--- src/rtl/serial_mod_n.sv ---
// ---------------------------------------------------------------------------
// serial_mod_n
//
// Serial residue tracker. It consumes one DIGIT_W-bit digit per accepted cycle,
// most-significant digit first, and keeps the running remainder of the number
// modulo MOD. It also reports divisibility and counts the digits in the
// current frame.
//
// Build option:
//   SERIAL_MOD_N_LOOKAHEAD_EN  When defined, rem_out and divisible are driven
//                              combinationally from the next-state value, so
//                              the result appears in the same cycle. When it is
//                              undefined (the default), every output is
//                              registered.
//
// Parameters:
//   modulus (MOD)         2..255
//   digit width (DIGIT_W) 1..8; the radix is 2**DIGIT_W
//   counter (CNT_W)       digit counter width, 2..16
//   remainder (REM_W)     derived from MOD and not meant to be overridden
//
// Ports:
//   clock        rising-edge clock
//   reset_n      asynchronous active-low reset
//   clear        synchronous start-of-frame; discards the current frame
//   in_valid     in_digit is consumed this cycle
//   in_digit     next digit, most-significant digit first
//   rem_out      current remainder, always less than MOD
//   divisible    frame holds at least one digit and the remainder is zero
//   digit_count  digits accepted in the current frame; saturates
//   count_sat    digit_count has reached 2**CNT_W-1
//
// States:
//   state | meaning
//   IDLE  | no digit accepted since reset or clear
//   RUN   | at least one digit accepted in the current frame
// ---------------------------------------------------------------------------
module serial_mod_n #(
    parameter int  MOD     = 3,
    parameter int  DIGIT_W = 1,
    parameter int  CNT_W   = 8,
    localparam int REM_W   = (MOD > 1) ? $clog2(MOD) : 1
) (
    input  logic               clock,
    input  logic               reset_n,
    input  logic               clear,
    input  logic               in_valid,
    input  logic [DIGIT_W-1:0] in_digit,
    output logic [REM_W-1:0]   rem_out,
    output logic               divisible,
    output logic [CNT_W-1:0]   digit_count,
    output logic               count_sat
);

    // The widest intermediate value is (MOD-1)*2**DIGIT_W + 2**DIGIT_W-1.
    // That value is below MOD*2**DIGIT_W, so it fits in EXT_W bits without
    // truncation.
    localparam int                EXT_W   = REM_W + DIGIT_W;
    localparam logic [EXT_W-1:0]  MOD_EXT = EXT_W'(MOD);
    localparam logic [CNT_W-1:0]  CNT_MAX = '1;

    typedef enum logic {
        IDLE = 1'b0,
        RUN  = 1'b1
    } state_t;

    state_t             state, state_next;
    logic [REM_W-1:0]   rem, rem_next;
    logic [CNT_W-1:0]   count, count_next;
    logic               sat, sat_next;
    logic [EXT_W-1:0]   base;
    logic [EXT_W-1:0]   acc;

    always_ff @(posedge clock or negedge reset_n) begin
        if (!reset_n) begin
            state <= IDLE;
            rem   <= '0;
            count <= '0;
            sat   <= 1'b0;
        end else begin
            state <= state_next;
            rem   <= rem_next;
            count <= count_next;
            sat   <= sat_next;
        end
    end

    always_comb begin
        state_next = state;
        rem_next   = rem;
        count_next = count;
        sat_next   = sat;

        // A clear that arrives together with a digit drops the old history.
        // The digit then starts a new frame from a remainder of zero.
        base = clear ? '0 : {rem, {DIGIT_W{1'b0}}};
        acc  = base + EXT_W'(in_digit);

        if (in_valid) begin
            state_next = RUN;
            rem_next   = REM_W'(acc % MOD_EXT);
            if (clear) begin
                count_next = CNT_W'(1);
                sat_next   = 1'b0;
            end else begin
                if (count != CNT_MAX) begin
                    count_next = count + CNT_W'(1);
                end
                sat_next = sat | (count_next == CNT_MAX);
            end
        end else if (clear) begin
            state_next = IDLE;
            rem_next   = '0;
            count_next = '0;
            sat_next   = 1'b0;
        end
    end

    assign digit_count = count;
    assign count_sat   = sat;

`ifdef SERIAL_MOD_N_LOOKAHEAD_EN
    // Gate the lookahead path with reset. Otherwise the pending digit would
    // leak through while reset_n is low.
    assign rem_out   = reset_n ? rem_next : '0;
    assign divisible = reset_n && (state_next == RUN) && (rem_next == '0);
`else
    assign rem_out   = rem;
    assign divisible = (state == RUN) && (rem == '0);
`endif

endmodule

--- config.mk ---
export PLATFORM = sky130hd
export DESIGN_NAME = serial_mod_n
export DESIGN_NICKNAME = d
export VERILOG_FILES = /design/src/rtl/serial_mod_n.sv
export SDC_FILE = /design/constraint.sdc
export NUM_CORES = 1
export LEC_CHECK = 0
export CAP_MARGIN = 25
export CORE_MARGIN = 2
export CORE_UTILIZATION = 45
export DETAILED_ROUTE_END_ITERATION = 6
export PLACE_DENSITY = 0.75
export SLEW_MARGIN = 10
export SYNTH_ARGS = -nofsm -noshare
export SYNTH_HDL_FRONTEND = slang
export SYNTH_SLANG_ARGS = --single-unit
--- constraint.sdc ---
create_clock -name clock -period 2 [get_ports clock]
set_input_delay 0.4 -clock clock [delete_from_list [all_inputs] [get_ports clock]]
set_output_delay 0.4 -clock clock [all_outputs]
set_load 0.01 [all_outputs]
==> results of run 1 <==
cell usage after synthesis, types with 2 or more instances:
library cell,number
o211a_1,2
nand3_1,6
and3_1,3
a21oi_1,8
a31oi_1,3
nor3_1,2
dfrtp_1,12
inv_1,3
clkbuf_1,2
nand4b_1,2
nand2_1,5
ha_1,2
o21ai_0,6
mux2i_1,4
nor2_1,8
where the power goes:
group | switching [mW] | internal (mW)
clock network | 0.0779 | 0.111
registers | 0.0188 | 0.256
logic | 0.0605 | 0.0672
routing by layer:
| layer | up-vias | global-route usage |
|---|---|---|
| met1 | 330 | 0.249 |
| met3 | 2 | 0.0720 |
| li1 | 360 | - |
| met4 | 0 | 0.0941 |
| met2 | 21 | 0.313 |
| met5 | - | 0 |
kinds of logic after synthesis:
| kind of cell | synth area share |
|---|---|
| and+or+nand+nor | 0.278 |
| AOI/OAI and AO/OA | 0.209 |
| DFF | 0.401 |
| buffers and inverters | 0.0251 |
| muxes | 0.0535 |
| adders and majority gates | 0.0334 |
cell type report:
type	count	area (um2)
Multi-Input combinational cell	67	432
Sequential cell	12	303
Timing Repair Buffer	20	190
Tap cell	16	20.0
Fill cell	128	532
Clock buffer	4	36.3
Inverter	3	11.3
state kept, by name (all words and copies together) (netlist names):
signal / count
state: 1
rem_out: 2
count_sat: 1
digit_count: 8
final timing paths:
path                           startpoint        endpoint  cells past startpoint
max                            rem_out[1]       divisible                      3
min in group clock                  state           state                      1
max in group asynchronous         reset_n      rem_out[1]                      1
max reg2reg                digit_count[1]       count_sat                      5
min                               reset_n  digit_count[5]                      1
min reg2reg                         state           state                      1
critical path: stages (launching register included):
cell and delay, ns:
dfrtp_2 0.45, nor2_2 0.13, and2_1 0.14, clkdlybuf4s50_1 0.53
metrics by stage:
| step | cells | instance area [um2] | worst slack, ns | util |
|---|---|---|---|---|
| final | 122 | 992 | 0.0769 | 0.651 |
| after global routing | 122 | 992 | 0.0120 | 0.651 |
| after CTS | 122 | 987 | 0.0147 | 0.648 |
| after detailed placement | 118 | 951 | 0.0590 | 0.624 |
| after global placement | 118 | 951 | 0.181 | 0.624 |
| after floorplan | 84 | 748 | 0.405 | - |
==> out/qor.csv, run 1 <==
metric,value,unit
pin count of the biggest net entering global routing,14,
crit-path max FO,5,
Worst Path Arrival,1.52,ns
#FFs+latches synth,12,
vias,713,
DR WL met2,771,um
final net count,114,
mean post-synth cell area,8.91,um2
crit path capture type,output pin,
Congestion Overflow GR,0,
VDD IR-drop max,478,uV
first-pass GRT wire length,2870,um
fin crit share,0.962,
Post-CTS Hold Fix Bufs,0,
Startpoint Class,register,
dominant cell type by area after synthesis,dfrtp_1,
site row count,14,
"antenna viol nets, final",0,
# DRC,0,
setup TNS,0,ns
"Clk pin slew, worst setup/hold paths",0.07,ns
number of post-CTS setup repair buffers,0,
clk sink count,12,
synth top area cells,"dfrtp_1 (40%), a21oi_1 (5.4%), mux2i_1 (5.4%)",
Worst-Margin Slew,0.559,ns
clock network latency to the later pin of the worst-skew pair,0.27,ns
routed vias/inst,5.84,
share of the synthesized area in the top cell type,0.401,
Final min period,1.92,ns
WHS,0.476,ns
Slew Limit Fails,0,
number of setup violations in the final report,0,
outcome,"complete, no violations",
die area,2000,um2
Leakage,0.423,nW
starting density of the core,0.491,
Fin. Hold Viols,0,
Slew HR,0.626,
Synth Warn #,0,
Post-synth EDFFs,0,
Main synth FF type,dfrtp_1,
clock root cell,clkbuf_4,
Die H,44.8,um
htree depth,1,
worst reg-to-reg setup slack,0.25,ns
1st-iter DRT viols,28,
hold crit path type,input port to async pin,
most frequent cells in the layout,"clkdlybuf4s50_1 (16), dfrtp_1 (10), a21oi_1 (8), nor2_1 (7)",
Placer Congestion,0.827,
Post-Route M1 WL,862,um
# port buffers,16,
ys async rst share,1.00,
"Area growth, synth to finish",32.6,%
Total Power,0.591,mW
detailed placement HPWL,1230,um
number of max-cap violations,0,
Max Root-Sink Buffers,2,
fmax,520,MHz
met3 wire length,96,um
clock buffer count from CTS,3,
"most common cell after layout, fill and taps aside",clkdlybuf4s50_1,
CTS tree,built,
top layer in use,met4,
I/O Pins,17,
synth unique cells,31,
Total Routed Length,1740,um
PostCTS Resize Cnt,0,
Syn Nets,91,
first-pass detailed-route iteration total,4,
cell count after synthesis,84,
share of cells above drive strength 1,0.132,
register area share after synthesis,0.401,
worst setup path class,register to output pin,
CP Data Required Time,1.60,ns
RSZ-0062 raised after global routing,no,
Pwr Density,595,nW/um2
core area,1520,um2
Synth Cell Area,748,um2
Antenna diodes,0,
routed len/inst,14.3,um
DIE WIDTH,44.8,um
GRT Util Overall,0.201,
vias in the first global route,662,
Setup Skew,0.00512,ns
initial antenna violation count,0,
Power figures use the tool's default switching activity.
==> run 2, diff against run 1 <==
--- a/config.mk
+++ b/config.mk
@@ -7,9 +7,9 @@
 export LEC_CHECK = 0
 export CAP_MARGIN = 25
 export CORE_MARGIN = 2
-export CORE_UTILIZATION = 45
+export CORE_UTILIZATION = 35
 export DETAILED_ROUTE_END_ITERATION = 6
-export PLACE_DENSITY = 0.75
+export PLACE_DENSITY = 0.61
 export SLEW_MARGIN = 10
 export SYNTH_ARGS = -nofsm -noshare
 export SYNTH_HDL_FRONTEND = slang
==> run 2 against run 1 <==
- die area is 26% higher
- clock skew hardly changed
- sequential cell count stayed put
- design area is 0.25% higher
- power hardly changed
- sequential share of layout area is 0.20 points lower
- routed wire length is 0.23% higher
- core utilization is 15 points lower
- sequential power hardly changed
- critical endpoint unchanged
- highest routed layer unchanged
==> out/qor.csv, run 2 (synthesized netlist as in run 1, its figures left out) <==
metric,value,unit,change
number of max-cap violations,0,,unchanged
first-pass GRT wire length,3010,um,was 2870 um
Worst Path Arrival,1.54,ns,was 1.52 ns
Die H,50.2,um,was 44.8 um
"most common cell after layout, fill and taps aside",clkdlybuf4s50_1,,unchanged
vias in the first global route,666,,was 662
Slew Limit Fails,0,,unchanged
Max Root-Sink Buffers,2,,unchanged
"Area growth, synth to finish",32.9,%,was 32.6%
Final min period,1.94,ns,was 1.92 ns
"Clk pin slew, worst setup/hold paths",0.08,ns,was 0.07 ns
share of cells above drive strength 1,0.105,,was 0.132
core area,1980,um2,was 1520 um2
outcome,"complete, no violations",,unchanged
routed vias/inst,5.42,,was 5.84
RSZ-0062 raised after global routing,no,,unchanged
routed len/inst,13.2,um,was 14.3 um
clock buffer count from CTS,3,,unchanged
first-pass detailed-route iteration total,4,,unchanged
pre-CTS setup slack,0.0975,ns,was 0.0590 ns
worst setup path class,register to output pin,,unchanged
Total Power,0.591,mW,about the same
Fin. Hold Viols,0,,unchanged
site row count,16,,was 14
fin crit share,0.968,,was 0.962
worst reg-to-reg setup slack,0.23,ns,was 0.25 ns
"antenna viol nets, final",0,,unchanged
Placer Congestion,0.807,,was 0.827
vias,716,,was 713
# port buffers,16,,unchanged
1st-iter DRT viols,4,,was 28
Post-Route M1 WL,866,um,was 862 um
Antenna diodes,0,,unchanged
reg-to-reg endpoint,count_sat,,unchanged
die area,2520,um2,was 2000 um2
DR WL met2,790,um,was 771 um
DIE WIDTH,50.2,um,was 44.8 um
worst-case reg-to-reg path depth,5,,unchanged
pin count of the biggest net entering global routing,14,,unchanged
Slew HR,0.626,,about the same
fmax,517,MHz,was 520 MHz
fin util,0.502,,was 0.651
clk sink count,12,,unchanged
hold crit path type,input port to async pin,,unchanged
VDD IR-drop max,332,uV,was 478 uV
met3 wire length,54,um,was 96 um
CTS tree,built,,unchanged
initial antenna violation count,0,,unchanged
htree depth,1,,unchanged
# DRC,0,,unchanged
number of post-CTS setup repair buffers,0,,unchanged
clock root cell,clkbuf_4,,unchanged
Congestion Overflow GR,0,,unchanged
Worst-Margin Slew,0.560,ns,was 0.559 ns
final worst setup slack,0.0641,ns,was 0.0769 ns
number of setup violations in the final report,0,,unchanged
setup TNS,0,ns,unchanged
Total Routed Length,1750,um,was 1740 um
Leakage,0.419,nW,was 0.423 nW
CP Data Required Time,1.60,ns,about the same
most frequent cells in the layout,"clkdlybuf4s50_1 (16), dfrtp_1 (11), nor2_1 (8), a21oi_1 (8)",,"was clkdlybuf4s50_1 (16), dfrtp_1 (10), a21oi_1 (8), nor2_1 (7)"
Pwr Density,594,nW/um2,was 595 nW/um2
I/O Pins,17,,unchanged
Post-CTS Hold Fix Bufs,0,,unchanged
detailed placement HPWL,1290,um,was 1230 um
Setup Skew,0.00495,ns,was 0.00512 ns
crit-path max FO,8,,was 5
origin of the critical flop-to-flop path,digit_count[0],,was digit_count[1]
final std cells w/o fill,132,,was 122
top layer in use,met4,,unchanged
starting density of the core,0.378,,was 0.491
max reg flops,8,,unchanged
crit path capture type,output pin,,unchanged
GRT Util Overall,0.161,,was 0.201
final net count,113,,was 114
dpl cells,128,,was 118
Startpoint Class,register,,unchanged
clock network latency to the later pin of the worst-skew pair,0.28,ns,was 0.27 ns
[run 2: layer usage]
metal,up-vias,track usage
met2,9,0.252
met1,342,0.207
met5,-,0
met4,0,0.0833
met3,4,0.0357
li1,361,-
[run 2: worst max-delay path, cell delays in order (launching register included)]
cell	delay, ns
dfrtp_2	0.46
nor2_1	0.13
and2_1	0.14
clkdlybuf4s50_1	0.53
[run 2: timing repair]
item	CTS	global route
endpoints found under the setup margin	0	1
endpoints found under the hold margin	0	0
resized for setup	0	1
[run 2: how the worst max path moves through the flow]
stage / start / to / slack [ns] / depth (start not counted)
6_report: rem_out[0] / divisible / 0.06 / 3
5_1_grt: rem_out[0] / divisible / 0.01 / 3
3_3_place_gp: clear / rem_out[1] / 0.16 / 8
2_1_floorplan: digit_count[0] / count_sat / 0.41 / 5
3_5_place_dp: clear / rem_out[1] / 0.1 / 8
4_1_cts: rem_out[0] / divisible / 0.02 / 3
[run 2: stage by stage]
step	hold slack, ns	cell area (um2)
final	0.479	995
after global routing	0.514	995
after CTS	0.486	993
after detailed placement	0.468	957
after global placement	0.463	957
after floorplan	0.104	748
[run 2: area by class of cell]
cell class / count / area (um2)
clock buffer: 4 / 36.3
fill: 209 / 987
inverter: 3 / 11.3
multi-input combinational: 67 / 429
sequential: 12 / 302
tap: 27 / 33.8
timing repair buffer: 19 / 183
[run 2: power by group]
part,leakage (nW),internal (mW),switching [mW],total (mW)
sequential,0.157,0.255,0.0212,0.276
clock,0.0210,0.111,0.0845,0.195
combinational,0.241,0.0640,0.0553,0.119
